File: config.mk
export PLATFORM = sky130hd
export DESIGN_NAME = dmem_arbiter
export DESIGN_NICKNAME = d
export VERILOG_FILES = /design/src/rtl/dmem_arbiter.sv
export SDC_FILE = /design/constraint.sdc
export NUM_CORES = 1
export LEC_CHECK = 0
export ABC_AREA = 1
export ABC_CLOCK_PERIOD_IN_PS = 3400
export BUFFER_PORTS_ARGS = -buffer_cell sky130_fd_sc_hd__buf_4
export CAP_MARGIN = 30
export CORE_AREA = 3 3 107 109
export CTS_CLUSTER_SIZE = 16
export DETAILED_ROUTE_END_ITERATION = 16
export DIE_AREA = 0 0 110 112
export GPL_ROUTABILITY_DRIVEN = 0
export GPL_TIMING_DRIVEN = 1
export SYNTH_ARGS = -nofsm -noshare
export SYNTH_HDL_FRONTEND = slang
export SYNTH_SLANG_ARGS = --single-unit
File: constraint.sdc
create_clock -name clk_i -period 3.4 [get_ports clk_i]
set_input_delay 0.68 -clock clk_i [delete_from_list [all_inputs] [get_ports clk_i]]
set_output_delay 0.68 -clock clk_i [all_outputs]
set_load 0.05 [all_outputs]
File: src/rtl/dmem_arbiter.sv
// Two-port round-robin arbiter in front of the single data-memory port.
// Grant and memory mux are combinational; the load response is registered.
module dmem_arbiter #(
    parameter int BITNESS   = 32,
    parameter int MAX_BURST = 4,
    parameter int CNT_WIDTH = 3
) (
    input  logic               clk_i,
    input  logic               rst_i,
    input  logic [1:0]         req_i,
    input  logic [1:0]         we_i,
    input  logic [BITNESS-1:0] addr0_i,
    input  logic [BITNESS-1:0] addr1_i,
    input  logic [BITNESS-1:0] wdata0_i,
    input  logic [BITNESS-1:0] wdata1_i,
    input  logic [2:0]         ctrl0_i,
    input  logic [2:0]         ctrl1_i,
    output logic [1:0]         gnt_o,
    output logic [1:0]         rvalid_o,
    output logic [BITNESS-1:0] rdata_o,
    output logic [BITNESS-1:0] mem_addr_o,
    output logic [BITNESS-1:0] mem_wdata_o,
    output logic               mem_we_o,
    output logic [2:0]         mem_ctrl_o,
    input  logic [BITNESS-1:0] mem_rdata_i,
    output logic               busy_o
);

    localparam logic [CNT_WIDTH-1:0] BurstMax = CNT_WIDTH'(MAX_BURST);

    logic                 ownerVld_q, ownerVld_d;
    logic                 owner_q, owner_d;
    logic                 last_q, last_d;
    logic [CNT_WIDTH-1:0] burstCnt_q, burstCnt_d;
    logic [1:0]           rvalid_q, rvalid_d;
    logic [BITNESS-1:0]   rdata_q, rdata_d;

    logic                 gntAny;
    logic                 gntPort;

    // Grant is forced off while reset is held so no write can slip through.
    always_comb begin
        gntAny  = 1'b0;
        gntPort = 1'b0;
        if (!rst_i) begin
            case (req_i)
                2'b01: begin
                    gntAny  = 1'b1;
                    gntPort = 1'b0;
                end
                2'b10: begin
                    gntAny  = 1'b1;
                    gntPort = 1'b1;
                end
                2'b11: begin
                    gntAny = 1'b1;
                    if (ownerVld_q && (burstCnt_q < BurstMax)) begin
                        gntPort = owner_q;
                    end else begin
                        gntPort = ~last_q;
                    end
                end
                default: begin
                    gntAny  = 1'b0;
                    gntPort = 1'b0;
                end
            endcase
        end
    end

    assign gnt_o = gntAny ? (gntPort ? 2'b10 : 2'b01) : 2'b00;

    always_comb begin
        mem_addr_o  = '0;
        mem_wdata_o = '0;
        mem_we_o    = 1'b0;
        mem_ctrl_o  = 3'b010;
        if (gntAny) begin
            mem_addr_o  = gntPort ? addr1_i  : addr0_i;
            mem_wdata_o = gntPort ? wdata1_i : wdata0_i;
            mem_ctrl_o  = gntPort ? ctrl1_i  : ctrl0_i;
            mem_we_o    = we_i[gntPort];
        end
    end

    always_comb begin
        ownerVld_d = ownerVld_q;
        owner_d    = owner_q;
        last_d     = last_q;
        burstCnt_d = burstCnt_q;
        rvalid_d   = 2'b00;
        rdata_d    = rdata_q;
        if (gntAny) begin
            ownerVld_d = 1'b1;
            owner_d    = gntPort;
            last_d     = gntPort;
            // A new owner starts a fresh burst; the same owner counts up and saturates.
            if (!ownerVld_q || (gntPort != owner_q)) begin
                burstCnt_d = CNT_WIDTH'(1);
            end else if (burstCnt_q >= BurstMax) begin
                burstCnt_d = BurstMax;
            end else begin
                burstCnt_d = burstCnt_q + CNT_WIDTH'(1);
            end
            if (!we_i[gntPort]) begin
                rvalid_d = gntPort ? 2'b10 : 2'b01;
                rdata_d  = mem_rdata_i;
            end
        end else begin
            ownerVld_d = 1'b0;
            burstCnt_d = '0;
        end
    end

    always_ff @(posedge clk_i or posedge rst_i) begin
        if (rst_i) begin
            ownerVld_q <= 1'b0;
            owner_q    <= 1'b0;
            last_q     <= 1'b1;
            burstCnt_q <= '0;
            rvalid_q   <= 2'b00;
            rdata_q    <= '0;
        end else begin
            ownerVld_q <= ownerVld_d;
            owner_q    <= owner_d;
            last_q     <= last_d;
            burstCnt_q <= burstCnt_d;
            rvalid_q   <= rvalid_d;
            rdata_q    <= rdata_d;
        end
    end

    assign rvalid_o = rvalid_q;
    assign rdata_o  = rdata_q;
    assign busy_o   = ownerVld_q;

endmodule

# [After elaboration in Yosys (flattened, before gate mapping)]
# Cells that the tools add are included.
# W data, S select, Z words.
[totals] elab_cells=43 inputBits=172 mem_bits_rw=0 latchBits=0 mem_count=0 reg_bits=40 romBits=0 output_inout_bits=105
[classes] magnitude_cmp=3 n_addsub=1 n_bitwise=2 eq_ne=4 shift=0 muxes=22 n_mul=0 reduce_logical=5 n_div=0
[op_table] op="$mux W32" count=4
[op_table] op="$mux W3" count=5
[op_table] op="$mux W1" count=8
[op_table] op="$mux W2" count=4
[op_table] op="$eq A2 B2 Y1 const B" count=2
[op_table] op="$add A3 B1 Y3 const B" count=1
[op_table] op="$ge A3 B3 Y1 const B" count=1
[op_table] op="$lt A3 B3 Y1 const B" count=1
[op_table] op="$reduce_or A3 Y1" count=1
[op_table] op="$eq A2 B1 Y1 const B" count=1
[op_table] op="$lt A1 B2 Y1 const B" count=1
[op_table] op="$not A1 Y1" count=2
[op_table] op="$pmux W1 S2" count=1
[op_table] op="$reduce_and A2 Y1" count=1
[op_table] op="$logic_and A1 B1 Y1" count=1
[op_table] op="$logic_not A1 Y1" count=1
[op_table] op="$logic_or A1 B1 Y1" count=1
[op_table] op="$ne A1 B1 Y1" count=1

# [Logic depth before layout (Yosys ltp)]
# Gate-level depths: netlist (run 1).
[logic_depth] ltp_word=9 mapped_depth=11 mapped_depth_nobuf=10

# [Least setup slack after synthesis (run 1)]
# Ideal clock, no wire load.
[synth_path] kind="input-to-output" start="input port rst_i" end="output port mem_addr_o[0]" arrival_time_ps=2603 path_stages=7 required_time_ps=2720 slack_ps=117 cell_sequence="inv_2 > o21ai_1 > inv_2 > buf_4 > clkbuf_1 > o21ai_0 > nor2_1"
[synth_between] elab_chain_cells=3
[synth_rtl] element="from (decl)" line_no="9" rtl="input logic rst_i,"
[synth_rtl] element="$mux W1" line_no="45" rtl="if (!rst_i) begin"
[synth_rtl] element="$mux W32" line_no="79" rtl="mem_addr_o = gntPort ? addr1_i : addr0_i;"
[synth_rtl] element="$mux W32 *" line_no="78" rtl="if (gntAny) begin"
[synth_rtl] element="to (decl)" line_no="21" rtl="output logic [BITNESS-1:0] mem_addr_o,"
# Every way passes the cells marked *; elsewhere a longest branch is shown, timed or not.

# [Final worst setup path (run 1)]
[layout_path] start="register last_q" end="output port mem_wdata_o[18]"
[layout_between] elab_chain_cells=6
[layout_rtl] element="from (decl)" line_no="33" rtl="logic last_q, last_d;"
[layout_rtl] element="from (signal assigned)" line_no="126" rtl="last_q <= last_d;"
[layout_rtl] element="$not A1 Y1" line_no="60" rtl="gntPort = ~last_q;"
[layout_rtl] element="$mux W1" line_no="57" rtl="if (ownerVld_q && (burstCnt_q < BurstMax)) begin"
[layout_rtl] element="$pmux W1 S2" line_no="46" rtl="case (req_i)"
[layout_rtl] element="$mux W1" line_no="45"
[layout_rtl] element="$mux W32" line_no="80" rtl="mem_wdata_o = gntPort ? wdata1_i : wdata0_i;"
[layout_rtl] element="$mux W32" line_no="78"
[layout_rtl] element="to (decl)" line_no="22" rtl="output logic [BITNESS-1:0] mem_wdata_o,"
# No other way between the ends.

==> run summary, run 1 <==
CTS max path bufs: 2
First-pass GRT wire length: 17.3 mm
Final core occ: 45.7%
Share of cells above drive strength 1: 46.5%
Max_cap viols: 0
Status: complete, no violations
GRT Util Overall: 17.9%
Resize count post-CTS: 0
CP max-delay cell: dfstp_2
Worst-path clk slew: 0.08 ns
CTS H-tree lvls: 2
1st-iter DRT viols: 180
Routed vias: 3,512
Post-synthesis cell type count: 23
Die ar.: 12,300 um2
Worst R2R Setup Slack: 1.13 ns
DR vias/cell: 4.34
Critical path fanouts, max: 72
Ant diodes: 0
Num ports: 277
Most used cell, CP: buf_4
Final hold violations: 0
Largest net degree at the start of global routing: 75
Worst Path Buf+Inv: 3
Die height: 112 um
Post-Syn Area per Cell: 6.45 um2
P&R area growth vs syn: 85.6%
CP Class: flop to output port
Mapped cell area: 2630 um2
Antenna-violating nets left: 0
Routed WL: 11.6 mm
Vias in the first global route: 3,390
Max-slew headroom at the worst pin: 58.1%
Worst-Margin Slew: 0.628 ns
Post-Syn Nets: 582
Max IR drop VDD: 0.269 mV
Hold buffers post-CTS: 0
Pwr Density: 433 nW/um2
CTS tree: yes
Crit end category: output port
Num Clock Sinks: 40
Port Buffers: 276
DP Area: 4770 um2
Setup bufs post-CTS: 0
Pins Over Slew Limit: 0
Die extent in x: 110 um
CP peak stage delay: 0.53 ns
Leak: 2.70 nW
Critical path required time: 2.72 ns
Synth Warn #: 0
Mean routed wirelength per cell: 14.4 um
# rows: 38
Nets: 842
Yosys reg bits: 40
Hold Path Class: flop to flop
Total core area: 10,700 um2
Worst path cell trace: inv_1 -> nand2_1 -> nand3_2 -> nand2_4 -> buf_4 -> o21ai_0 -> nor2_1 -> buf_4
RSZ-0062 raised after global routing: no
Setup TNS: 0 ns
Worst Skew: 0.00650 ns
Worst Path Arrival: 2.20 ns
Initial core utilization: 24.6%
Crit path launch type: flop
# setup viols final: 0
Global route total overflow: 0
# fillers: 1,089
Pwr Total: 2.11 mW
Post-route cell area: 4880 um2
Dpl hpwl: 9.46 mm
DRC: 0
Post-Synthesis Cells: 408
Peak Freq: 347 MHz
First-pass DRT Iterations: 4
Period minus WS final: 2.88 ns
Hold_ws: 0.483 ns
Register area share after synthesis: 38.1%
Clk_lat worst skew: 0.29 ns
Final period util: 84.8%
CP top delay family: buffers and inverters
Clk root buf: clkbuf_8
Initial antenna violation count: 1
CTS Buf Count: 5
worst register-to-register path, delay by kind of cell (launching register included):
| kind | cells | cell delay (ns) |
|---|---|---|
| buffers and inverters | 2 | 0.53 |
| AND/OR/NAND/NOR | 7 | 1.15 |
| flip-flops | 1 | 0.53 |
per-layer routing:
layer	vias up	share of wire (%)	track usage [%]
met5	-	0.17	0
met4	2	3.0	5.82
met3	28	11	6.26
met2	190	49	30.3
met1	1504	37	20.7
li1	1788	-	-
cell type report:
class	count	area [um2]	area share (%)
multi-input combinational	326	1400	28.7
clock buffer	5	68.8	1.41
inverter	14	55.1	1.13
clock inverter	3	46.3	0.948
timing repair buffer	281	2130	43.7
sequential	40	1000	20.5
tap	140	175	3.59
logic make-up (layout without fill, tap and decap cells):
kind of cell | count (synthesis) | count (layout) | synth area share, %
compound gates | 70 | 70 | 13.3
simple gates | 254 | 254 | 39.0
buf+inv | 42 | 303 | 8.65
fa+ha+maj | 2 | 2 | 0.950
flops | 40 | 40 | 38.1
through the flow:
stage	setup WS, ns	cells
finish	0.518	809
global placement	0.704	801
detailed placement	0.651	801
floorplan	0.117	408
global route	0.318	809
CTS	0.492	809
state kept, by name, indices dropped and copies added (netlist names):
signal and count:
burstCnt_q 3, busy_o 1, last_q 1, owner_q 1
rdata_o 32, rvalid_o 2
cell usage in the layout (no fill, tap or decap):
cell / netlist / routed
a21oi_1: 1 / 1
buf_12: 0 / 2
buf_4: 4 / 279
bufinv_16: 0 / 1
clkbuf_8: 0 / 5
clkinvlp_4: 0 / 1
dfrtp_1: 39 / 39
dfstp_2: 1 / 1
ha_1: 2 / 2
inv_1: 10 / 10
inv_2: 3 / 3
inv_4: 1 / 1
inv_6: 0 / 1
nand2_1: 105 / 105
nand2_2: 1 / 1
nand2_4: 2 / 2
nand3_1: 4 / 4
nand3_2: 3 / 3
nand4_1: 2 / 2
nor2_1: 126 / 126
nor2_2: 11 / 11
o21ai_0: 68 / 68
o21ai_1: 1 / 1
synth_stat cells:
cell      instances  area, um2
nand3_1           4       20.0
clkbuf_2          1       5.00
nand2_2           1       6.26
buf_2             8       40.0
clkbuf_1         10       37.5
inv_1            10       37.5
nand2_1         105        394
dfrtp_1          39        976
nor2_1          126        473
inv_4             1       6.26
nand4_1           2       12.5
o21ai_1           1       5.00
ha_1              2       25.0
nand3_2           3       30.0
o21ai_0          68        340
nand2_4           2       22.5
inv_2             3       11.3
buf_4             4       30.0
buf_6             4       45.0
buf_8             1       15.0
dfstp_2           1       26.3
a21oi_1           1       5.00
nor2_2           11       68.8
power by group:
group | switching [mW] | total (mW) | internal (mW) | leakage, nW
sequential | 0.0431 | 0.600 | 0.557 | 0.494
clock | 0.172 | 0.393 | 0.221 | 0.0548
combinational | 0.742 | 1.12 | 0.377 | 2.15
final timing paths:
kind | depth (start not counted) | start | to
min | 2 | rdata_o[22]$_DFFE_PP0P_ | rdata_o[22]$_DFFE_PP0P_
min in group asynchronous | 3 | rst_i | burstCnt_q[2]$_DFF_PP0_
max in group asynchronous | 3 | rst_i | rdata_o[21]$_DFFE_PP0P_
min reg2reg | 2 | rdata_o[22]$_DFFE_PP0P_ | rdata_o[22]$_DFFE_PP0P_
max | 8 | last_q$_DFFE_PP1P_ | mem_wdata_o[18]
max reg2reg | 9 | last_q$_DFFE_PP1P_ | rdata_o[21]$_DFFE_PP0P_
Power figures use the tool's default switching activity.
==> inputs of run 2 (changes only) <==
--- a/config.mk
+++ b/config.mk
@@ -6,7 +6,7 @@
 export NUM_CORES = 1
 export LEC_CHECK = 0
 export ABC_AREA = 1
-export ABC_CLOCK_PERIOD_IN_PS = 3400
+export ABC_CLOCK_PERIOD_IN_PS = 2950
 export BUFFER_PORTS_ARGS = -buffer_cell sky130_fd_sc_hd__buf_4
 export CAP_MARGIN = 30
 export CORE_AREA = 3 3 107 109
==> constraint.sdc (replaced) <==
create_clock -name clk_i -period 2.95 [get_ports clk_i]
set_input_delay 0.59 -clock clk_i [delete_from_list [all_inputs] [get_ports clk_i]]
set_output_delay 0.59 -clock clk_i [all_outputs]
set_load 0.05 [all_outputs]
==> run 2 against run 1 <==
  * Clock skew about the same
  * Global-route usage fell by 0.43 points
  * Highest routed layer is now met4
  * Register-to-register slack lost 0.22 ns
  * Sequential power rose by 16%
  * Non-clock buffer count increased by 2
  * Clock power shrank 11%
==> run summary, run 2 (synthesized netlist as in run 1, its figures left out) <==
Ant diodes: 0 (unchanged)
Die extent in x: 110 um (unchanged)
Crit path launch type: flop
Post-route cell area: 5020 um2 (+2.8%)
Pwr Density: 471 nW/um2 (+8.9%)
Worst-Margin Slew: 0.664 ns (+0.0359 ns)
Mean routed wirelength per cell: 14.3 um (-0.93%)
Worst Path Arrival: 1.98 ns (-0.22 ns)
Max-slew headroom at the worst pin: 55.7% (-2.4 points)
Final hold violations: 0 (unchanged)
Vias in the first global route: 3,560 (+5.0%)
Pwr Total: 2.37 mW (+12%)
Largest register FFs: 32 (unchanged)
Most common cell after layout, fill and taps aside: buf_4
Grt peak-use layer: met2
Critical path startpoint: last_q$_DFFE_PP1P_
Num Clock Sinks: 40 (unchanged)
First-pass DRT Iterations: 4 (unchanged)
Crit end category: output port
First-pass GRT wire length: 17.2 mm (-0.72%)
CP Class: flop to output port
Resize count post-CTS: 0 (unchanged)
Nets: 844 (+0.24%)
Setup TNS: 0 ns (unchanged)
Share of cells above drive strength 1: 56.3% (+9.8 points)
Initial antenna violation count: 0 (-1)
Reg2Reg Launch Point: burstCnt_q[2]$_DFF_PP0_
Die ar.: 12,300 um2 (unchanged)
Setup bufs post-CTS: 0 (unchanged)
Largest net degree at the start of global routing: 44 (-41%)
GRT met3 Usage: 4.58% (-1.7 points)
CTS Buf Count: 5 (unchanged)
CTS tree: yes
Routed vias: 3,554 (+1.2%)
CTS H-tree lvls: 2 (unchanged)
Clk root buf: clkbuf_8
Met1 Usage GRT: 20.1% (-0.65 points)
Critical path required time: 2.36 ns (-0.36 ns)
Register Area: 1000 um2 (unchanged)
Leak: 2.69 nW (-0.34%)
Global route total overflow: 0 (unchanged)
# fillers: 1,082 (-0.64%)
P&R area growth vs syn: 90.8%
Area used by multi-input combinational logic: 1570 um2 (+12%)
Dpl hpwl: 9.26 mm (-2.0%)
Max IR drop VDD: 0.272 mV (+1.1%)
Routed WL: 11.6 mm (-0.69%)
Hold_ws: 0.441 ns (-0.0420 ns)
Hold Path Class: input port to async pin
Period minus WS final: 2.57 ns
DR vias/cell: 4.38 (+0.95%)
Worst-path clk slew: 0.07 ns (about the same)
Final core occ: 46.9% (+1.3 points)
DRC: 0 (unchanged)
Final period util: 87.1%
Pins Over Slew Limit: 0 (unchanged)
Worst Skew: 0.00638 ns (-0.000122 ns)
# setup viols final: 0 (unchanged)
DP Area: 4930 um2 (+3.5%)
Hold buffers post-CTS: 0 (unchanged)
Max_cap viols: 0 (unchanged)
GRT Util Overall: 17.4% (-0.43 points)
RSZ-0062 raised after global routing: no
Die height: 112 um (unchanged)
Antenna-violating nets left: 0 (unchanged)
Worst R2R Path Depth: 9 (unchanged)
1st-iter DRT viols: 188 (+4.4%)
# rows: 38 (unchanged)
Critical path fanouts, max: 41 (-43%)
Clk_lat worst skew: 0.29 ns (about the same)
Port Buffers: 276 (unchanged)
Status: complete, no violations
Total core area: 10,700 um2 (unchanged)
Met2 usage: 31.6% (+1.3 points)
Peak Freq: 389 MHz
CTS max path bufs: 2 (unchanged)
Num ports: 277 (unchanged)
Commonest cells after routing, fill and taps aside: buf_4, nand2_1, nor2_2
Initial core utilization: 24.6% (unchanged)
-- run 2: cell count changes in the layout (fill, tap and decap cells not counted), sizes merged --
cell	delta
buf	+2
bufinv	-1
clkinv	+3
clkinvlp	-1
inv	-1
-- run 2: path summary, 6_finish.rpt --
path | endpoint | slack, ns
min | owner_q$_DFFE_PP0P_ | 0.44
min in group clk_i | rdata_o[16]$_DFFE_PP0P_ | 0.48
max in group asynchronous | rdata_o[15]$_DFFE_PP0P_ | 2.15
max reg2reg | rdata_o[27]$_DFFE_PP0P_ | 0.91
max | mem_wdata_o[18] | 0.38
min reg2reg | rdata_o[16]$_DFFE_PP0P_ | 0.48
-- run 2: area by class of cell --
cell class,count,area share [%]
Timing Repair Buffer,283,42.6
Multi-Input combinational cell,326,31.2
Sequential cell,40,20.0
Inverter,14,1.10
Tap cell,140,3.49
Clock inverter,3,0.374
Clock buffer,5,1.37
-- run 2: metrics by stage --
stage,cells,setup slack [ns]
floorplan,408,0.0493
global placement,803,0.531
detailed placement,803,0.524
CTS,811,0.363
global route,811,0.225
finish,811,0.379
-- run 2: report_power, final --
| part | leakage (nW) | internal, mW | total (mW) | switching [mW] |
|---|---|---|---|---|
| Clock | 0.0479 | 0.165 | 0.351 | 0.187 |
| Sequential | 0.494 | 0.642 | 0.693 | 0.0506 |
| Combinational | 2.15 | 0.445 | 1.32 | 0.877 |
| Total | 2.69 | 1.25 | 2.37 | 1.11 |
-- run 2: layer usage --
metal / routed length, um / vias up
met5: 0 / -
met4: 133 / 0
met3: 1090 / 14
met2: 5890 / 165
met1: 4460 / 1582
li1: - / 1793
-- run 2: critical path, stage by stage (launching register included) --
cell and delay (ns):
dfstp_2 0.52, inv_1 0.04, nand2_1 0.07, nand3_2 0.10, nand2_4 0.10, buf_4 0.32
o21ai_0 0.20, nor2_2 0.12, buf_4 0.20
